===== src/rtl/covox_dac_pkg.sv =====
// Shared defaults and constants for the Covox / beeper sigma-delta DAC.
package covox_dac_pkg;

  localparam int unsigned SAMPLE_W_DEF = 8;
  localparam int unsigned MIX_W_DEF    = 10;
  localparam int unsigned BEEP_LVL_DEF = 192;
  localparam int unsigned TAPE_LVL_DEF = 64;
  localparam int unsigned RATE_DIV_DEF = 80;

  // Saturation point of the default-width mixer.
  localparam int unsigned MIX_MAX = (1 << MIX_W_DEF) - 1;

  localparam int unsigned FIFO_DEPTH = 4;
  localparam int unsigned FIFO_AW    = 2;

endpackage : covox_dac_pkg


===== src/rtl/covox_beeper_dac_sd_mod1.sv =====
// First-order sigma-delta modulator: the accumulator carry is the output bit.
module sd_mod1
  import covox_dac_pkg::*;
#(
  parameter int unsigned MIX_W = MIX_W_DEF
) (
  input  logic             clk_i,
  input  logic             rst_i,
  input  logic [MIX_W-1:0] mix_i,
  output logic             bit_o
);

  logic [MIX_W-1:0] acc_q;
  logic [MIX_W-1:0] acc_d;
  logic             carry_d;

  always_comb begin
    {carry_d, acc_d} = {1'b0, acc_q} + {1'b0, mix_i};
  end

  always_ff @(posedge clk_i) begin
    if (rst_i) begin
      acc_q <= '0;
      bit_o <= 1'b0;
    end else begin
      acc_q <= acc_d;
      bit_o <= carry_d;
    end
  end

endmodule : sd_mod1


===== src/rtl/covox_beeper_dac.sv =====
// Covox sample capture, beeper/tapeout mixing and 1-bit sigma-delta audio output.
// Build option: define COVOX_FIFO_EN for a 4-deep paced sample FIFO with sticky overflow flag.
module covox_beeper_dac
  import covox_dac_pkg::*;
#(
  parameter int unsigned SAMPLE_W = SAMPLE_W_DEF,
  parameter int unsigned MIX_W    = MIX_W_DEF,
  parameter int unsigned BEEP_LVL = BEEP_LVL_DEF,
  parameter int unsigned TAPE_LVL = TAPE_LVL_DEF,
  parameter int unsigned RATE_DIV = RATE_DIV_DEF
) (
  input  logic                cpu_clock,
  input  logic                reset,
  input  logic                covox_stb,
  input  logic [SAMPLE_W-1:0] d,
  input  logic                beeper,
  input  logic                tapeout,
  output logic                dac_out,
  output logic [SAMPLE_W-1:0] sample_q,
  output logic                fifo_ovf
);

  localparam int unsigned SUM_W = MIX_W + 2;
  localparam logic [SUM_W-1:0] MIX_SAT = SUM_W'((1 << MIX_W) - 1);

  logic                stb_q;
  logic                stb_prev_q;
  logic [SAMPLE_W-1:0] d_q;
  logic                bp_q;
  logic                tp_q;
  logic                commit_c;
  logic [SAMPLE_W-1:0] sample_d;
  logic [SUM_W-1:0]    mix_sum_c;
  logic [MIX_W-1:0]    mix_d;
  logic [MIX_W-1:0]    mix_q;

  // Input capture; reset reloads the strobe history from the live strobe so a
  // pulse that spans reset is treated as already seen and never commits.
  always_ff @(posedge cpu_clock) begin
    stb_q      <= covox_stb;
    d_q        <= d;
    bp_q       <= beeper;
    tp_q       <= tapeout;
    stb_prev_q <= reset ? covox_stb : stb_q;
  end

  assign commit_c = stb_q & ~stb_prev_q;

`ifdef COVOX_FIFO_EN
  localparam int unsigned PTR_W = FIFO_AW + 1;
  localparam int unsigned CNT_W = (RATE_DIV > 1) ? $clog2(RATE_DIV) : 1;
  localparam logic [CNT_W-1:0] PACE_TC = CNT_W'(RATE_DIV - 1);

  logic [SAMPLE_W-1:0] fifo_mem_q [FIFO_DEPTH];
  logic [PTR_W-1:0]    wr_ptr_q;
  logic [PTR_W-1:0]    wr_ptr_d;
  logic [PTR_W-1:0]    rd_ptr_q;
  logic [PTR_W-1:0]    rd_ptr_d;
  logic [CNT_W-1:0]    pace_q;
  logic [CNT_W-1:0]    pace_d;
  logic                ovf_d;
  logic                empty_c;
  logic                full_c;
  logic                pop_c;
  logic                push_c;

  // Pop is decided on pre-push occupancy; a pop frees a slot for a same-cycle push.
  always_comb begin
    empty_c  = (wr_ptr_q == rd_ptr_q);
    full_c   = (wr_ptr_q[FIFO_AW-1:0] == rd_ptr_q[FIFO_AW-1:0]) &&
               (wr_ptr_q[FIFO_AW] != rd_ptr_q[FIFO_AW]);
    pop_c    = (pace_q == PACE_TC) && !empty_c;
    push_c   = commit_c && (!full_c || pop_c);
    pace_d   = (pace_q == PACE_TC) ? '0 : pace_q + CNT_W'(1);
    rd_ptr_d = pop_c ? rd_ptr_q + PTR_W'(1) : rd_ptr_q;
    wr_ptr_d = push_c ? wr_ptr_q + PTR_W'(1) : wr_ptr_q;
    ovf_d    = fifo_ovf | (commit_c & full_c & ~pop_c);
    sample_d = pop_c ? fifo_mem_q[rd_ptr_q[FIFO_AW-1:0]] : sample_q;
  end

  // Storage has no reset; the pointers define which entries are live.
  always_ff @(posedge cpu_clock) begin
    if (push_c) begin
      fifo_mem_q[wr_ptr_q[FIFO_AW-1:0]] <= d_q;
    end
  end

  always_ff @(posedge cpu_clock) begin
    if (reset) begin
      wr_ptr_q <= '0;
      rd_ptr_q <= '0;
      pace_q   <= '0;
      fifo_ovf <= 1'b0;
    end else begin
      wr_ptr_q <= wr_ptr_d;
      rd_ptr_q <= rd_ptr_d;
      pace_q   <= pace_d;
      fifo_ovf <= ovf_d;
    end
  end
`else
  always_comb begin
    sample_d = sample_q;
    if (commit_c) begin
      sample_d = d_q;
    end
  end

  assign fifo_ovf = 1'b0;
`endif

  always_ff @(posedge cpu_clock) begin
    if (reset) begin
      sample_q <= '0;
    end else begin
      sample_q <= sample_d;
    end
  end

  // Mixer sums at two extra bits of headroom, then clips to full scale.
  always_comb begin
    mix_sum_c = SUM_W'(sample_q)
              + (bp_q ? SUM_W'(BEEP_LVL) : '0)
              + (tp_q ? SUM_W'(TAPE_LVL) : '0);
    mix_d     = (mix_sum_c > MIX_SAT) ? MIX_W'(MIX_SAT) : MIX_W'(mix_sum_c);
  end

  always_ff @(posedge cpu_clock) begin
    if (reset) begin
      mix_q <= '0;
    end else begin
      mix_q <= mix_d;
    end
  end

  sd_mod1 #(
    .MIX_W (MIX_W)
  ) u_sd_mod1 (
    .clk_i (cpu_clock),
    .rst_i (reset),
    .mix_i (mix_q),
    .bit_o (dac_out)
  );

endmodule : covox_beeper_dac


===== config.mk =====
export PLATFORM = sky130hd
export DESIGN_NAME = covox_beeper_dac
export DESIGN_NICKNAME = d
export VERILOG_FILES = /design/src/rtl/covox_dac_pkg.sv /design/src/rtl/covox_beeper_dac_sd_mod1.sv /design/src/rtl/covox_beeper_dac.sv
export SDC_FILE = /design/constraint.sdc
export NUM_CORES = 1
export LEC_CHECK = 0
export ABC_AREA = 1
export CORE_MARGIN = 2
export CORE_UTILIZATION = 25
export DETAILED_ROUTE_END_ITERATION = 6
export GPL_TIMING_DRIVEN = 0
export PLACE_DENSITY = 0.43
export REMOVE_ABC_BUFFERS = 1
export SYNTH_ARGS = -nofsm -noshare
export SYNTH_HDL_FRONTEND = slang
export SYNTH_HIERARCHICAL = 1
export SYNTH_SLANG_ARGS = --single-unit

===== constraint.sdc =====
create_clock -name cpu_clock -period 1.8 [get_ports cpu_clock]
set_input_delay 0.36 -clock cpu_clock [delete_from_list [all_inputs] [get_ports cpu_clock]]
set_output_delay 0.36 -clock cpu_clock [all_outputs]
set_load 0.02 [all_outputs]

==> summary.txt <==
Route
  – DRT iter0 DRCs: 23
  – Post-Route WL: a little under 3000 um
  – DRT Pass-1 Iters: 4
  – Drt drc: 0
  – Vias per Instance: 3.98
  – Vias: 1292
  – Final ANT Viol Nets: 0
  – Drt wl/cell: 9.04 um

STA
  – Final slew viol count: 0
  – Setup TNS: 0 ns
  – Minimum clock period: approximately 1.7 ns
  – Crit share post-route: 94.1%
  – Achievable Freq: 591 MHz
  – Final worst setup slack: 0.107 ns
  – Worst-margin pin slew: around 0.65 ns
  – Setup violations, final: 0
  – Worst Skew: 0.00815 ns
  – Min Hold Slack: roughly 0.45 ns
  – Relative slew slack: 56.4%
  – Hold Violations, Final: 0

Logic synthesis
  – Synth Instances: between 200 and 250
  – Post-synthesis cell type count: 20
  – Post-synthesis sequential area ratio: 47.6%
  – Yosys reg bits: ~40
  – Cell Area, Synth: around 0.0017 sq mm
  – Post-synth top area share: 47.6%
  – Cell taking the most area after synthesis: dfxtp_1
  – Synthesized area per cell: around 8 sq um
  – Yosys warning count: 6
  – Top post-synthesis cells by area: dfxtp_1 (48%), ha_1 (9.4%), nand2_1 (9.4%), nor2_1 (8.9%), inv_1 (7.8%)

Setup path
  – CP Class: reg -> out
  – Reg-to-Reg Start: mix_q[0]
  – Worst EP arrival: 1.33 ns
  – Buf+Inv Stages, Crit Path: 1
  – CP max-delay cell: clkdlybuf4s50_1
  – CP Capture Point: sample_q[7]
  – Max stage delay on crit path: roughly 0.63 ns
  – Req. time, crit path: 1.44 ns
  – Critical-path cell list: clkdlybuf4s50_1
  – Worst r2r dst: u_sd_mod1/acc_q[6]
  – Worst reg-to-reg path cell count: 10
  – Levels on crit path: 1
  – Critical-path maximum fanout: 4
  – Internal reg-to-reg setup slack: 0.20 ns
  – Kind of cell adding the most delay to the critical path: buffers and inverters
  – CP Capture Type: output pin
  – Setup crit start kind: register
  – CP Launch Point: sample_q[7]

Final layout
  – Sequential Area: 821 sq um
  – Filler cells: 713
  – Synth-to-layout area growth: 22.0%
  – Nets: about 270
  – Post-Layout Cell Count: 325
  – Multi-input logic area: 748 sq um
  – Layout cell share with drive strength beyond 1: under 10%
  – ANT cells: 0

Global route
  – Maximum number of pins on one net before global-route repair: 17
  – Gr ovfl total: 0
  – Initial antenna violation count: 0
  – First-pass GRT wire length: 5300 um
  – Vias in the first global route: 1225
  – Overall routing resource usage: around 9%

CTS
  – Postcts setup bufs: 0
  – Htree depth: 2
  – Clk pin slew, worst setup/hold paths: 0.08 ns
  – Skew-Pair Late Insertion Delay: 0.29 ns
  – Post-CTS Hold Buffers: 0
  – TritonCTS buffer count: 5
  – CTS resizes: 0
  – Root Buffer Master: clkbuf_8
  – Clk buf depth: 2
  – TritonCTS clock tree: yes
  – CTS sink cnt: 41

Floorplanning
  – Die ar.: about 0.0076 sq mm
  – Core area: 0.00672 sq mm
  – Die Ht: 87.1 um
  – Site row count: 30
  – I/O pins: 23
  – Die W: 87.1 um
  – Initial core utilization: 25.7%

Place
  – Setup slack at placement: -0.188 ns
  – PortBufs: 21
  – DP HPWL: 2190 um
  – Cells after DPL: 317
  – GPL Wtd Cong: 0.697

Run status
  – Outcome: finished clean

Pwr
  – Lkg Pwr: between 1 and 1.5 nW
  – Total power: 1.86 mW
  – VDD IR max: 0.423 mV
  – Pwr Density: 886 mW/mm^2

Job
  – Max Cap Viol: 0

Worst hold path
  – Hold-critical path depth: 2
  – Class of the worst hold path: reg -> reg
-- synth_stat cells (all sizes together) --
| library cell | instances |
|---|---|
| a21oi | 10 |
| buf | 3 |
| conb | 1 |
| dfxtp | 41 |
| fa | 3 |
| ha | 13 |
| inv | 38 |
| nand2 | 44 |
| nand3 | 14 |
| nand3b | 1 |
| nand4 | 1 |
| nor2 | 44 |
| o21ai | 5 |
| o21bai | 1 |
-- flip-flops by register name, indices dropped and copies added, names as in the netlist --
name and count:
u_sd_mod1/acc_q 10, d_q 8, tp_q 1, u_sd_mod1/bit_o 1
stb_q 1, mix_q 10, stb_prev_q 1, sample_q 8
bp_q 1
-- cell usage in the layout (no fill, tap or decap), types with 2 or more instances in the layout --
| cell type | Yosys | layout |
|---|---|---|
| nand2_2 | 1 | 3 |
| nor2_2 | 2 | 2 |
| clkdlybuf4s50_1 | 0 | 21 |
| nor2_1 | 41 | 41 |
| inv_1 | 36 | 35 |
| nand3_1 | 14 | 14 |
| nand2_1 | 43 | 41 |
| inv_2 | 2 | 3 |
| a21oi_1 | 10 | 10 |
| clkinv_2 | 0 | 2 |
| dfxtp_1 | 41 | 41 |
| ha_1 | 13 | 12 |
| o21ai_0 | 5 | 5 |
| clkbuf_8 | 0 | 5 |
| fa_1 | 3 | 2 |
-- report_power, final --
part           switching, mW  leakage [nW]  total [mW]  internal (mW)
clock network          0.305        0.0450       0.574          0.269
registers             0.0332         0.339        1.01          0.973
logic                  0.159         0.634       0.284          0.124
-- routing by layer --
metal | track usage [%] | share of wire [%]
met5 | 0 | 0
met3 | 2.84 | 3.8
met1 | 11.1 | 50
met4 | 4.26 | 2.5
met2 | 14.2 | 44
-- cells by family (layout without fill, tap and decap cells) --
family	after synthesis	after routing	synth area share, %
AND/OR/NAND/NOR	104	104	24.9
adder cells (fa/ha/maj)	16	16	12.9
flip-flops	41	41	47.6
buffers and inverters	41	67	9.64
other	1	1	0.217
AO/OA/AOI/OAI	16	16	4.79
-- how the worst min path moves through the flow --
stage,from,to,slack (ns)
5_1_grt,sample_q[0],mix_q[0],0.49
3_3_place_gp,sample_q[1],mix_q[1],0.44
3_5_place_dp,sample_q[4],mix_q[4],0.44
2_1_floorplan,beeper,bp_q,0.39
6_report,sample_q[4],mix_q[4],0.45
4_1_cts,sample_q[4],mix_q[4],0.45
-- area by class of cell --
| type | count | area share [%] |
|---|---|---|
| clock buffers | 6 | 3.45 |
| clock inverters | 2 | 0.476 |
| inverters | 38 | 6.78 |
| multi-input cells | 137 | 35.6 |
| flip-flops and latches | 41 | 39.0 |
| well taps | 80 | 4.76 |
| repair buffers | 21 | 9.99 |
-- through the flow --
stage | utilization, % | instance area [sq um]
after CTS | 31.2 | 2090
after detailed placement | 29.9 | 2010
after global placement | 29.9 | 2010
after floorplan | - | 1700
after global routing | 31.3 | 2100
final | 31.3 | 2100
Note: power is estimated with default switching activity, not from simulation.
